### src/rtl/mul_pkg.sv
// Shared types and result-select helper for the RV32M multiply issue stage.
package mul_pkg;

    localparam int XLEN = 32;

    typedef enum logic [1:0] {
        MUL    = 2'b00,
        MULH   = 2'b01,
        MULHSU = 2'b10,
        MULHU  = 2'b11
    } mul_op_t;

    typedef enum logic [1:0] {
        HOLD = 2'b00,
        IDLE = 2'b01,
        BUSY = 2'b10,
        DONE = 2'b11
    } state_t;

    // MUL/MULH run the signed multiplier; MULHU/MULHSU share the unsigned product.
    function automatic logic op_is_signed(input mul_op_t op);
        return (op == MUL) || (op == MULH);
    endfunction

    // Picks the result half; MULHSU corrects the unsigned high word for a negative rs1.
    function automatic logic [XLEN-1:0] mul_select(
        input mul_op_t          op,
        input logic [XLEN-1:0]   a,
        input logic [XLEN-1:0]   b,
        input logic [2*XLEN-1:0] prod
    );
        logic [XLEN-1:0] hi;
        logic [XLEN-1:0] result;
        hi = prod[2*XLEN-1:XLEN];
        case (op)
            MUL:     result = prod[XLEN-1:0];
            MULHSU:  result = hi - (a[XLEN-1] ? b : '0);
            default: result = hi;
        endcase
        return result;
    endfunction

endpackage

### src/rtl/mul_issue.sv
// Issue stage in front of the mul unit: handshake in, drive mul, select/correct
// the result half, hand it downstream. One-entry product cache skips repeat multiplies.
module mul_issue
    import mul_pkg::*;
#(
    parameter int HOLDOFF = 40
) (
    input  logic              clk,
    input  logic              rst,
    input  logic              in_valid,
    output logic              in_ready,
    input  logic [1:0]        in_op,
    input  logic [XLEN-1:0]   in_a,
    input  logic [XLEN-1:0]   in_b,
    output logic              out_valid,
    input  logic              out_ready,
    output logic [XLEN-1:0]   out_data,
    output logic              mul_enable,
    output logic              mul_is_signed,
    output logic [XLEN-1:0]   mul_src,
    output logic [XLEN-1:0]   mul_sink,
    input  logic              mul_completed,
    input  logic [2*XLEN-1:0] mul_dest
);

    localparam int CNT_W = (HOLDOFF > 1) ? $clog2(HOLDOFF) : 1;
    localparam logic [CNT_W-1:0] HOLD_LAST = CNT_W'((HOLDOFF > 0) ? HOLDOFF - 1 : 0);

    state_t            state_reg;
    logic [CNT_W-1:0]  hold_cnt_reg;
    mul_op_t           op_reg;

    logic              in_ready_reg;
    logic              out_valid_reg;
    logic [XLEN-1:0]   out_data_reg;
    logic              mul_enable_reg;
    logic              mul_is_signed_reg;
    logic [XLEN-1:0]   mul_src_reg;
    logic [XLEN-1:0]   mul_sink_reg;

    logic              cache_valid_reg;
    logic              cache_signed_reg;
    logic [XLEN-1:0]   cache_a_reg;
    logic [XLEN-1:0]   cache_b_reg;
    logic [2*XLEN-1:0] cache_prod_reg;

    mul_op_t           req_op;
    logic              req_signed;
    logic              cache_hit;

    always_comb begin
        req_op     = mul_op_t'(in_op);
        req_signed = op_is_signed(req_op);
        cache_hit  = cache_valid_reg
                  && (cache_a_reg == in_a)
                  && (cache_b_reg == in_b)
                  && (cache_signed_reg == req_signed);
    end

    always_ff @(posedge clk or posedge rst) begin
        if (rst) begin
            state_reg         <= HOLD;
            hold_cnt_reg      <= '0;
            op_reg            <= MUL;
            in_ready_reg      <= 1'b0;
            out_valid_reg     <= 1'b0;
            out_data_reg      <= '0;
            mul_enable_reg    <= 1'b0;
            mul_is_signed_reg <= 1'b0;
            mul_src_reg       <= '0;
            mul_sink_reg      <= '0;
            cache_valid_reg   <= 1'b0;
            cache_signed_reg  <= 1'b0;
            cache_a_reg       <= '0;
            cache_b_reg       <= '0;
            cache_prod_reg    <= '0;
        end else begin
            case (state_reg)
                // mul has no reset, so give any op it was running time to drain.
                HOLD: begin
                    if ((HOLDOFF == 0) || (hold_cnt_reg == HOLD_LAST)) begin
                        state_reg    <= IDLE;
                        in_ready_reg <= 1'b1;
                    end else begin
                        hold_cnt_reg <= hold_cnt_reg + CNT_W'(1);
                    end
                end
                IDLE: begin
                    if (in_valid) begin
                        in_ready_reg <= 1'b0;
                        if (cache_hit) begin
                            out_data_reg  <= mul_select(req_op, in_a, in_b, cache_prod_reg);
                            out_valid_reg <= 1'b1;
                            state_reg     <= DONE;
                        end else begin
                            op_reg            <= req_op;
                            mul_enable_reg    <= 1'b1;
                            mul_is_signed_reg <= req_signed;
                            mul_src_reg       <= in_a;
                            mul_sink_reg      <= in_b;
                            state_reg         <= BUSY;
                        end
                    end
                end
                BUSY: begin
                    mul_enable_reg <= 1'b0;
                    if (mul_completed) begin
                        cache_valid_reg  <= 1'b1;
                        cache_signed_reg <= mul_is_signed_reg;
                        cache_a_reg      <= mul_src_reg;
                        cache_b_reg      <= mul_sink_reg;
                        cache_prod_reg   <= mul_dest;
                        out_data_reg     <= mul_select(op_reg, mul_src_reg, mul_sink_reg, mul_dest);
                        out_valid_reg    <= 1'b1;
                        state_reg        <= DONE;
                    end
                end
                DONE: begin
                    if (out_ready) begin
                        out_valid_reg <= 1'b0;
                        in_ready_reg  <= 1'b1;
                        state_reg     <= IDLE;
                    end
                end
                default: state_reg <= HOLD;
            endcase
        end
    end

    assign in_ready      = in_ready_reg;
    assign out_valid     = out_valid_reg;
    assign out_data      = out_data_reg;
    assign mul_enable    = mul_enable_reg;
    assign mul_is_signed = mul_is_signed_reg;
    assign mul_src       = mul_src_reg;
    assign mul_sink      = mul_sink_reg;

endmodule
### config.mk
export PLATFORM = sky130hd
export DESIGN_NAME = mul_issue
export DESIGN_NICKNAME = d
export VERILOG_FILES = /design/src/rtl/mul_pkg.sv /design/src/rtl/mul_issue.sv
export SDC_FILE = /design/constraint.sdc
export NUM_CORES = 1
export LEC_CHECK = 0
export CORE_ASPECT_RATIO = 1.25
export CORE_MARGIN = 1.5
export CORE_UTILIZATION = 35
export CTS_CLUSTER_SIZE = 20
export DETAILED_ROUTE_END_ITERATION = 8
export GPL_TIMING_DRIVEN = 0
export HOLD_SLACK_MARGIN = 0.12
export SLEW_MARGIN = 20
export SYNTH_ARGS = -nofsm -noshare
export SYNTH_HDL_FRONTEND = slang
export SYNTH_SLANG_ARGS = --single-unit
### constraint.sdc
create_clock -name clk -period 8.9 [get_ports clk]
set_input_delay 1.335 -clock clk [delete_from_list [all_inputs] [get_ports clk]]
set_output_delay 1.335 -clock clk [all_outputs]
set_load 0.02 [all_outputs]
---- Yosys cells after proc, flatten, opt, wreduce, memory -nomap -nowiden ----
Index checks and enable logic that the tools add are counted.
word-level totals
  bits of input ports ..................... 135
  memories kept ........................... 0
  RAM bits ................................ 0
  bits in read-only memories .............. 0
  register bits ........................... 240
  latch bits .............................. 0
  word-level logic and storage cells ...... 80
  output and inout port bits .............. 100
operators by class
  mux-type cells .......................... 26
  magnitude comparators ................... 0
  divide/modulo/power cells ............... 0
  $add $sub $neg .......................... 3
  multiply operators ...................... 0
  reduce and logical (&&, ||, !) cells .... 18
  shift-type cells ........................ 0
  equality and inequality tests ........... 16
  bitwise gates (word level) .............. 2
operator list
  operator                                                         number
  32-bit case mux with 2 select lines                              3
  32-bit two-way mux                                               5
  32-bit == test                                                   2
  32-bit subtractor                                                2
  2-bit != test, second input constant                             6
  4-bit AND reduction                                              3
  1-bit two-way mux                                                10
  2-bit == test, second input constant                             4
  2-bit two-way mux                                                4
  2-bit case mux with 4 select lines                               1
  6-bit by 1-bit adder with 6-bit output, second input constant    1
  6-bit == test, second input constant                             1
  2-bit zero test                                                  3
  1-bit case mux with 3 select lines                               2
  3-bit AND reduction                                              2
  3-bit nonzero test                                               2
  5-bit AND reduction                                              1
  2-bit by 1-bit == test with 1-bit output, second input constant  2
  2-bit AND reduction                                              2
  1-bit logical AND                                                3
  1-bit NOT                                                        2
  1-bit case mux with 2 select lines                               1
  2-bit nonzero test                                               1
  1-bit == test                                                    1
  1-bit logical OR                                                 1

---- Depth between registers and ports, before layout ----
  depth after elaboration ................. 7
  mapped depth ............................ 14
  depth with buffers taken out ............ 11

---- Least setup slack after synthesis ----
OpenSTA, ideal clock, no wires.
  kind .................................... input port to flip-flop
  start point ............................. input in_a[31]
  end point ............................... register out_data_reg[18] (netlist: out_data[18])
  path slack .............................. 4.571 ns
  path buffers ............................ 2
  arrival ................................. 4.205 ns
  data required time ...................... 8.776 ns
  cell stages on the path ................. 13
  cell sequence ........................... clkbuf_1 -> clkbuf_1 -> nand2_1 -> ha_1 -> a21oi_1 -> o21ai_1 -> a41oi_1 -> o31ai_2 -> a2111oi_2 -> nor4_1 -> a2111oi_0 -> a2111oi_0 -> a211o_1
between the ends
  word-level cells in the longest chain between the ends .. 6
  elaborated cells on any way between the ends .. 12
ends and longest elaborated chain
  item                                                                        RTL line                          source
  start, declared                                                             mul_issue.sv:13                   input logic [XLEN-1:0] in_a,
  32-bit two-way mux or 32-bit == test (tied branches)                        mul_pkg.sv:37, mul_issue.sv:55
  32-bit subtractor or 1-bit logical AND (tied branches)                      mul_pkg.sv:37, mul_issue.sv:55
  32-bit case mux with 2 select lines or 1-bit logical AND (tied branches)    mul_pkg.sv:35, mul_issue.sv:56
  32-bit two-way mux or 1-bit logical AND (tied branches)                     mul_issue.sv:91, mul_issue.sv:57
  32-bit two-way mux or 2-bit != test (tied branches)                         n/a
  32-bit case mux with 2 select lines or 4-bit AND reduction (tied branches)  n/a
  end signal, assigned                                                        mul_issue.sv:92                   out_data_reg <= mul_select(req_op, in_a, in_b, cache_prod_reg);
  end signal, assigned                                                        mul_issue.sv:113                  out_data_reg <= mul_select(op_reg, mul_src_reg, mul_sink_reg, mul_dest);
  end, declared                                                               mul_issue.sv:35                   logic [XLEN-1:0] out_data_reg;
Several ways; a longest one is shown, not always the timed one. The select of a mux whose other input is x is not followed.
A chain may end at the register's enable or synchronous reset.

---- Worst setup path in the final report ----
Ends and elaborated chain as after synthesis.

==> impl_metrics.ini <==
[routing]
wl_per_cell_um = 24.7
firstDrtPassIters = 6
num_vias = 13449
drc_errors = 0
drt-initial-drc-count = 1088
wl_um = 60100
drtAntennaViolNets = 0
viasPerCell = 5.53

[layout]
largest_reg_flops = 64
drive_above_1_share = 0.123
num-nets-final = 2063
fin_area_sq_um = 19400
final_common_cell = dfrtp_1
syn_to_final_growth_pct = 26.9
final_util = 0.451
antennaDiodeCount = 0
final_cell_mix = 240 x dfrtp_1, 231 x clkdlybuf4s50_1, 191 x nand2_1

[sta]
fin_crit_ps = 5150
rsz0062_at_grt = no
hold_viol_final = 0
worstMarginPinSlew_ps = 1040
fin_crit_sh = 0.579
worst_clock_skew_ps = 20.6
setup_viol = 0
fmax_mhz = 194
drv_slew = 0
slew_headroom = 0.290

[synth]
post_synth_main_area_contributors = dfrtp_1 39%, mux2_2 11%, ha_1 6.8%
syn_avg_cell_area_sq_um = 9.68
postSynthNetCount = 1800
synth_edf_count = 0
yosysTopAreaCellShare = 0.393
synth_cell_types = 74
ys.flop_type = dfrtp_1
ys_async_sr_fraction = 1.00
yosys_warnings = 0
syn_inst = 1580
yosysTopAreaCell = dfrtp_1
ys_seq_elements = 240
yosysSeqAreaShare = 0.393
synth.cell_area_sq_um = 15300

[global_route]
grt_use_total = 0.266
grt_max_degree = 106
grt_overflow = 0
antenna_found_initial = 3
grt_first_pass_wirelength_um = 88200
grt_pass1_vias = 13403

[clock_tree]
cts_max_path_buffers = 3
holdBufCountCts = 0
postCtsSetupBuffers = 0
cts_resized = 0
cts_tree = done
htreeDepth = 1
numCtsBuffers = 28
cts.sinks = 240
clkTransAtPathRegs_ps = 70
clk_latency_ps = 570
cts_root_buf = clkbuf_16

[worst_hold_path]
hp-class = flop to flop

[setup_path]
end_kind = flop
crit_slowest_cell = a2111oi_0
critical_path_buf_inv_count = 2
crit_path_start_kind = input pin
worstPathMaxFanout = 10
crit_path_cell_trace = clkbuf_1 > clkbuf_1 > nand2_1 > ha_1 > a21oi_1 > o21ai_1 > a41oi_1 > o31ai_2 > a2111oi_2 > o211a_1 > a2111oi_0 > a2111oi_0 > a211o_1
critical_path_class = input pin to flop
slowest_delay_ps = 920
crit_required_ps = 9400
cp.arrival_ps = 5650
cp_top_family = compound AO/OA/AOI/OAI gates

[place]
portBuffers = 231
placed_area_sq_um = 18400
dp_hpwl_um = 47100
gp_congestion = 0.884

[power_and_ir_drop]
powerDensity_nw_per_um2 = 392
ir_drop_v = 0.000204
p_leak_nw = 8.23

[floorplanning]
die_x_um = 190
fp.dieH_um = 237
pin_count = 235
start_util = 0.355
std_cell_rows = 85
die_area_sq_um = 45000
core_sq_um = 43100

[run_status]
outcome = finished, final reports clean

[run]
max_cap_viol_count = 0
==> report_power, final <==
group | switching [mW] | leakage [nW] | internal (mW)
combinational | 2.37 | 4.84 | 1.81
clock | 0.513 | 0.507 | 0.795
sequential | 0.478 | 2.89 | 1.64
==> per-stage QoR <==
stage,setup WS (ps),cells,hold WS (ps),power (mW),TNS [ps]
floorplan,977,1580,427,4.67,0
CTS,3880,2430,494,7.59,0
global placement,-2520,2376,472,6.20,-600310
detailed placement,3320,2378,479,6.25,0
global route,3560,2430,499,8.07,0
finish,3750,2430,487,7.61,0
==> cells in the mapped netlist (6+ instances only) <==
library cell,n
nor4_1,10
o21bai_1,7
nand4_1,25
buf_4,6
nor2b_1,19
mux2_1,40
nor3_1,23
a21o_1,23
o211ai_1,13
mux2i_1,33
a221oi_1,12
a21oi_1,95
xnor2_1,58
xor2_1,34
nand2b_1,22
o21ai_0,93
or2_2,6
a31oi_1,13
and2_1,8
ha_1,83
clkbuf_1,58
mux2_2,150
o22ai_1,12
nor2_1,87
o31ai_1,7
buf_1,9
inv_1,58
nand2_1,191
dfrtp_1,240
a211oi_1,19
nand3_1,22
or3_1,8
==> cell type report <==
type                    count  area, sq um
plain buffers              79          333
well taps                 565          707
repair buffers            233         2370
clock inverters            18          260
fillers                  4161        23700
flip-flops and latches    240         6010
inverters                  59          229
multi-input cells        1202         8740
clock buffers              34          774
==> worst register-to-register path, delay by kind of cell, from the launching register on <==
| family | cells | cell delay, ps |
|---|---|---|
| AOI/OAI and AO/OA | 3 | 1790 |
| adders and majority gates | 1 | 420 |
| buffers and inverters | 2 | 800 |
| DFF | 1 | 340 |
| muxes | 1 | 150 |
| and+or+nand+nor | 5 | 1100 |
==> metal layers <==
layer	vias to the layer above	wire length, um	GRT usage
met2	507	29200	0.454
met5	-	36	0
met3	97	3730	0.0376
met1	6621	25300	0.345
li1	6218	-	-
met4	6	1830	0.0818
==> final timing paths <==
kind | from | end | slack, ps | cells past startpoint
max in group asynchronous | rst | cache_prod_reg[26]$_DFFE_PP0P_ | 6850 | 3
max reg2reg | mul_src[31]$_DFFE_PP0P_ | out_data[24]$_DFFE_PP0P_ | 4220 | 12
min reg2reg | out_data[11]$_DFFE_PP0P_ | out_data[11]$_DFFE_PP0P_ | 490 | 2
min | out_data[11]$_DFFE_PP0P_ | out_data[11]$_DFFE_PP0P_ | 490 | 2
max | in_a[31] | out_data[18]$_DFFE_PP0P_ | 3750 | 13
min in group asynchronous | rst | mul_src[27]$_DFFE_PP0P_ | 1170 | 2
==> logic make-up after synthesis <==
kind of cell	synth area share
xor gates and xnor gates	0.0527
AOI/OAI and AO/OA	0.154
muxes	0.161
and+or+nand+nor	0.132
buffers and inverters	0.0362
DFF	0.393
adders and majority gates	0.0705
(Power assumes the default switching activity.)
